**src/rtl/cm0_dbg_bpu_dsl.sv**
```systemverilog
`default_nettype none
// ============================================================================
// Module   : cm0_dbg_bpu_dsl
// Brief    : AHB-Lite PPB slave for the breakpoint register page. It decodes
//            address phases into data-phase BPU selects and a write strobe,
//            returns BPU read data, and answers illegal sizes with an ERROR.
// Revision : 1.0 - initial release
// ============================================================================
module cm0_dbg_bpu_dsl #(
    parameter int BKPT = 4,
    parameter int DBG  = 1
) (
    input  logic        dclk,
    input  logic        dbg_reset_n,
    input  logic        hsel_i,
    input  logic [1:0]  htrans_i,
    input  logic        hwrite_i,
    input  logic [2:0]  hsize_i,
    input  logic [9:0]  haddr_11_2_i,
    input  logic        hready_i,
    input  logic [31:0] hwdata_i,
    input  logic [31:0] bpu_hrdata_i,
    output logic [4:0]  dsl_bpu_sels_o,
    output logic        dsl_ppb_write_o,
    output logic [31:0] slv_wdata_o,
    output logic        hreadyout_o,
    output logic        hresp_o,
    output logic [31:0] hrdata_o
);

    localparam int c_num_comp = (BKPT > 4) ? 4 : ((BKPT < 0) ? 0 : BKPT);
    localparam bit c_dbg_en   = (DBG != 0);

    typedef enum logic [1:0] {
        ST_IDLE = 2'd0,
        ST_DATA = 2'd1,
        ST_ERR1 = 2'd2,
        ST_ERR2 = 2'd3
    } state_t;

    state_t      r_state;
    state_t      w_state_nxt;
    logic [4:0]  r_sels;
    logic        r_write;
    logic        r_read;
    logic        w_accept;
    logic        w_legal;
    logic        w_illegal;
    logic [4:0]  w_dec_sels;
    logic [4:0]  w_sels_nxt;

    // Nothing is accepted during the first error cycle: it always moves on to ERR2.
    assign w_accept  = hsel_i & htrans_i[1] & hready_i & (r_state != ST_ERR1);
    assign w_legal   = w_accept & (hsize_i == 3'b010);
    assign w_illegal = w_accept & c_dbg_en & (hsize_i != 3'b010);

    generate
        if (c_dbg_en && (c_num_comp > 0)) begin : g_ctrl
            assign w_dec_sels[4] = (haddr_11_2_i == 10'h000);
        end else begin : g_no_ctrl
            assign w_dec_sels[4] = 1'b0;
        end

        // Comparator n sits at byte offset 0x008 + 4n, i.e. word offset n + 2.
        for (genvar n = 0; n < 4; n++) begin : g_comp
            localparam logic [9:0] c_off = 10'(n + 2);
            if (c_dbg_en && (n < c_num_comp)) begin : g_present
                assign w_dec_sels[3-n] = (haddr_11_2_i == c_off);
            end else begin : g_absent
                assign w_dec_sels[3-n] = 1'b0;
            end
        end
    endgenerate

    always_comb begin
        w_state_nxt = ST_IDLE;
        w_sels_nxt  = 5'd0;
        if (r_state == ST_ERR1) begin
            w_state_nxt = ST_ERR2;
        end else if (w_illegal) begin
            w_state_nxt = ST_ERR1;
        end else if (w_legal) begin
            w_state_nxt = ST_DATA;
            w_sels_nxt  = w_dec_sels;
        end
    end

    always_ff @(posedge dclk or negedge dbg_reset_n) begin
        if (!dbg_reset_n) begin
            r_state <= ST_IDLE;
            r_sels  <= 5'd0;
            r_write <= 1'b0;
            r_read  <= 1'b0;
        end else begin
            r_state <= w_state_nxt;
            r_sels  <= w_sels_nxt;
            r_write <= hwrite_i & (|w_sels_nxt);
            r_read  <= ~hwrite_i & (|w_sels_nxt);
        end
    end

    assign dsl_bpu_sels_o  = r_sels;
    assign dsl_ppb_write_o = r_write;
    assign slv_wdata_o     = hwdata_i;
    assign hreadyout_o     = (r_state != ST_ERR1);
    assign hresp_o         = (r_state == ST_ERR1) || (r_state == ST_ERR2);
    assign hrdata_o        = ((r_state == ST_DATA) && r_read) ? bpu_hrdata_i : 32'd0;

endmodule
`default_nettype wire
```
**config.mk**
```make
export PLATFORM = sky130hd
export DESIGN_NAME = cm0_dbg_bpu_dsl
export DESIGN_NICKNAME = d
export VERILOG_FILES = /design/src/rtl/cm0_dbg_bpu_dsl.sv
export SDC_FILE = /design/constraint.sdc
export NUM_CORES = 1
export LEC_CHECK = 0
export ABC_CLOCK_PERIOD_IN_PS = 3400
export BUFFER_PORTS_ARGS = -buffer_cell sky130_fd_sc_hd__buf_2
export CORE_AREA = 2 2 61 63
export DETAILED_ROUTE_END_ITERATION = 10
export DIE_AREA = 0 0 63 65
export GPL_ROUTABILITY_DRIVEN = 1
export PLACE_DENSITY = 0.79
export SETUP_SLACK_MARGIN = 0.1
export SYNTH_ARGS = -nofsm -noshare
export SYNTH_HDL_FRONTEND = slang
export SYNTH_SLANG_ARGS = --single-unit
export TNS_END_PERCENT = 30
```
**constraint.sdc**
```tcl
create_clock -name dclk -period 3.4 [get_ports dclk]
set_input_delay 0.51 -clock dclk [delete_from_list [all_inputs] [get_ports dclk]]
set_output_delay 0.51 -clock dclk [all_outputs]
set_load 0.01 [all_outputs]
```
Word level (Yosys, flattened, before mapping)
Cells that the tools add are included.

Equality and inequality tests: 10. Multiplexer cells: 7. Bitwise gates (word level): 8. Reduce and logical (&&, ||, !) cells: 4.

Operators with widths (count): 32-bit two-way mux (1); 10-bit by 2-bit == test with 1-bit output, second input constant (2); 10-bit by 3-bit == test with 1-bit output, second input constant (2); 5-bit two-way mux (3); 10-bit logical NOT (1); 1-bit AND (7); 5-bit OR reduction (1); 2-bit == test, second input constant (2); 2-bit two-way mux (2); 3-bit by 2-bit == test with 1-bit output, second input constant (1); 3-bit by 2-bit != test with 1-bit output, second input constant (1); 2-bit by 1-bit == test with 1-bit output, second input constant (1); 2-bit != test, second input constant (1); 1-bit logical AND (1); 1-bit logical OR (1); 1-bit two-way mux (1); 1-bit NOT (1).

Register bits: 9. Logic and storage cells: 33.

Longest topological paths before layout
Depth after elaboration: 9. Depth in mapped cells: 3. Gate-level depth less buffers: 3.

Worst setup path after synthesis
OpenSTA, ideal clock, no wires.

Path kind: flip-flop to output port. Start: register r_state[1]. End: output port hrdata_o[10]. Arrival time: 1.010 ns. Required time: 2.890 ns. Setup slack: 1.880 ns. Stages on the path, launching flop included: 4. Buffers on the path: 1. Cells stage by stage: dfrtp_1 > and3b_1 > clkbuf_1 > and2_1.

Longest elaborated chain between the ends: 3.

RTL lines: start, declared (line 41) `state_t r_state;`; start signal, assigned (line 95) `r_state <= w_state_nxt;`; 2-bit by 1-bit == test with 1-bit output (line 107) `assign hrdata_o = ((r_state == ST_DATA) && r_read) ? bpu_hrdata_i : 32'd0;`; 1-bit logical AND (line 107); 32-bit two-way mux (line 107); end, declared (line 28) `output logic [31:0] hrdata_o`.

No other way between the ends.

Final worst setup path
Start: register r_state[1]. End: output port hrdata_o[0].

Same word-level chain as after synthesis.

==> summary.log <==
[drt] average via count per standard cell 4.01
[setup_path] worst reg-to-reg path cell count 3
[floorplan] area of the core 3500 um^2
[cells_and_area] fraction of final layout cells sized beyond drive strength 1 62.6%
[setup_path] startpoint of the most critical setup path r_state[1]
[synthesis] post-synthesis cell type count 22
[synthesis] post-synthesis sequential element count 9
[timing] worst clock skew 0.000560 ns
[timing] final-layout setup total negative slack 0 ns
[global_routing] pin count of the biggest net entering global routing 33
[floorplan] io pins 156
[cells_and_area] post-route cell area 1180 um^2
[synthesis] largest cells by area after synthesis sky130_fd_sc_hd__buf_4 27%, sky130_fd_sc_hd__dfrtp_1 25%, sky130_fd_sc_hd__and2_1 22%
[drt] Iteration-0 DRC Markers 7
[global_routing] total global routing track utilization 9.67%
[floorplan] floorplan row count 22
[floorplan] die area 4100 um^2
[cells_and_area] Final Net Count 248
[synthesis] share of the synthesized area in the top cell type 26.8%
[place] RD Place Congestion 0.736
[clock_network] number of resized instances in the post-cts repair step 0
[drt] # DRC 0
[drt] Routed WL 2070 um
[setup_path] maximum fanout encountered on the critical timing path 32
[timing] setup violators final 0
[power_and_ir_drop] largest vdd supply drop 211 uV
[synthesis] share of the synthesized netlist area taken by xor and xnor gates 0%
[drt] count of antenna-violating nets left after detailed routing 0
[synthesis] sequential fraction of the synthesis area 25.1%
[synthesis] synthesized netlist cell count 105
[setup_path] data required time of the critical path 2.89 ns
[setup_path] family with the most delay on the worst path simple AND/OR/NAND/NOR gates
[cells_and_area] most frequent standard cell in the layout excluding fill and tap cells sky130_fd_sc_hd__buf_2
[clock_network] Longest Clk Path Bufs 2
[setup_path] Max stage delay cell, worst path sky130_fd_sc_hd__and3b_1
[synthesis] largest family of logic cells by synthesized area simple AND/OR/NAND/NOR gates
[clock_network] clock transition at the register clock pins on the worst setup and hold paths after CTS 0.06 ns
[timing] fmax 449 MHz
[timing] Final Cycle Share 65.6%
[synthesis] mux share of post-synthesis cell area 0%
[floorplan] floorplan die height 65 um
[synthesis] post-synthesis compound-gate area fraction 0.558%
[timing] number of hold violations in the final report 0
[cells_and_area] Filler Cells Inserted 371
[hold_path] worst min-delay path category in -> async
[setup_path] Critical Path Start Type flip-flop
[drt] post-DR wirelength/cell 9.82 um
[clock_network] Clock Latency Late Sink 0.26 ns
[cells_and_area] synth-to-layout area growth 31.4%
[floorplan] Initial Utilization 25.7%
[setup_path] reg-to-reg critical path endpoint dsl_bpu_sels_o[0]
[clock_network] cts bufs inserted 3
[power_and_ir_drop] Power Total 0.285 mW
[cells_and_area] area taken by multi-input logic gates 413 um^2
[setup_path] kind of end point of the critical path output port
[timing] setup repair after global routing missed its margin false
[synthesis] syn_nets 189
[synthesis] share of synthesized flip-flops with an asynchronous set or reset 100%
[timing] Least-Margin Pin Slew 0.751 ns
[synthesis] most common flop cell mapped by yosys sky130_fd_sc_hd__dfrtp_1
[timing] Final Max Tran Viols 0
[synthesis] simple-gate portion of the synthesized area 45.5%
[synthesis] adder and majority gate portion of the synthesized area 0%
[synthesis] combined area of all synthesized cells 897 um^2
[clock_network] hold-fix buffers at CTS 0
[setup_path] CP Buf/Inv Count 1
[global_routing] global-route wire length before repair 3130 um
[cells_and_area] Inserted Diodes 0
[cells_and_area] sequential cell area 225 um^2
[power_and_ir_drop] areal power density over the cells 242 nW/um^2
[clock_network] H-tree depth 1
[drt] number of search-and-repair iterations in the first detailed-routing pass 4
[setup_path] largest stage delay on the critical path 0.71 ns
[floorplan] overall die width 63 um
[setup_path] setup slack of the most critical reg-to-reg path 2.33 ns
[synthesis] Synth area leader sky130_fd_sc_hd__buf_4
[place] placed inst area 1150 um^2
[synthesis] mean instance size in the synthesized netlist 8.54 um^2
[timing] relative slew slack 49.9%
[outcome] result of the run completed
[global_routing] antenna violations before repair 0
[setup_path] reg-to-reg startpoint r_state[1]
[clock_network] clock tree from TritonCTS done
[setup_path] cell breakdown of the critical path and3b_1 > and2_1 > buf_2
[clock_network] clock sinks 9
[timing] post-layout min period 2.23 ns
[setup_path] Worst EP arrival 1.72 ns
[place] Port Buf Inserts 90
[setup_path] Worst Path Class, Setup reg -> out
[clock_network] cell at the root of the clock tree sky130_fd_sc_hd__clkbuf_4
[global_routing] leftover overflow at the end of global routing 0
[drt] vias after detailed routing 847
[cells_and_area] most frequent cells in the layout 90 x sky130_fd_sc_hd__buf_2, 32 x sky130_fd_sc_hd__and2_1, 9 x sky130_fd_sc_hd__dfrtp_1, 6 x sky130_fd_sc_hd__nand2_1
[synthesis] warning count from the yosys run 0
[clock_network] total setup buffers inserted after CTS 0
[run] max_cap viols 0
[global_routing] number of global-route vias before repair 725
[synthesis] count of flip-flops with a built-in enable after synthesis 0
[power_and_ir_drop] static leakage power 0.711 nW
-- kinds of logic after synthesis --
group | Yosys count
simple gates | 58
buf+inv | 37
flops | 9
compound gates | 1
-- state kept, by name, summed over array words and instances (netlist names) --
| signal | flops |
|---|---|
| r_read | 1 |
| dsl_bpu_sels_o | 5 |
| dsl_ppb_write_o | 1 |
| r_state | 2 |
-- metrics by stage --
stage                     worst slack (ns)  hold slack, ns  std cells  util (%)
after floorplan                       1.88           0.214        105         -
after global placement                1.49           0.362        207      33.0
after detailed placement              1.40           0.370        207      33.0
after CTS                             1.11          0.0884        211      33.7
after global routing                 0.963          0.0933        211      33.7
final                                 1.17          0.0848        211      33.7
-- worst reg2reg max path, stage by stage (launching register included) --
cell	delay, ns
sky130_fd_sc_hd__dfrtp_1	0.39
sky130_fd_sc_hd__nand2b_1	0.15
sky130_fd_sc_hd__nand2_2	0.15
sky130_fd_sc_hd__nor4_1	0.28
-- per-layer routing --
| metal | vias up | wire, um | GRT usage [%] |
|---|---|---|---|
| met5 | - | 0 | 0 |
| met4 | 0 | 30 | 5.00 |
| met3 | 4 | 350 | 4.86 |
| met2 | 74 | 931 | 16.4 |
| met1 | 350 | 760 | 9.81 |
| li1 | 419 | - | - |
-- report_power, final --
| group | internal (mW) | total (mW) | switching, mW |
|---|---|---|---|
| clock | 0.0452 | 0.0820 | 0.0368 |
| sequential | 0.119 | 0.125 | 0.00638 |
| combinational | 0.0389 | 0.0781 | 0.0392 |
-- synth_stat cells (2+ instances only) --
library cell                n
sky130_fd_sc_hd__nor4_1     2
sky130_fd_sc_hd__nor4_2     3
sky130_fd_sc_hd__nand2_1    6
sky130_fd_sc_hd__dfrtp_1    9
sky130_fd_sc_hd__nand2b_1   2
sky130_fd_sc_hd__clkbuf_1   4
sky130_fd_sc_hd__nor3_2     2
sky130_fd_sc_hd__buf_4     32
sky130_fd_sc_hd__and2_1    32
-- worst max path at each step --
stage	to	slack (ns)	cells after the start
floorplan	hrdata_o[10]	1.88	3
global placement	hrdata_o[0]	1.49	3
detailed placement	hrdata_o[0]	1.40	3
CTS	hrdata_o[0]	1.11	3
global route	hrdata_o[24]	0.96	3
finish	hrdata_o[0]	1.17	3
-- final cells by class --
| cell class | count | area share (%) |
|---|---|---|
| Sequential cell | 9 | 19.1 |
| Tap cell | 48 | 5.10 |
| Inverter | 1 | 0.318 |
| Clock buffer | 4 | 2.23 |
| Timing Repair Buffer | 90 | 38.2 |
| Multi-Input combinational cell | 59 | 35.0 |
(Power assumes the default switching activity.)
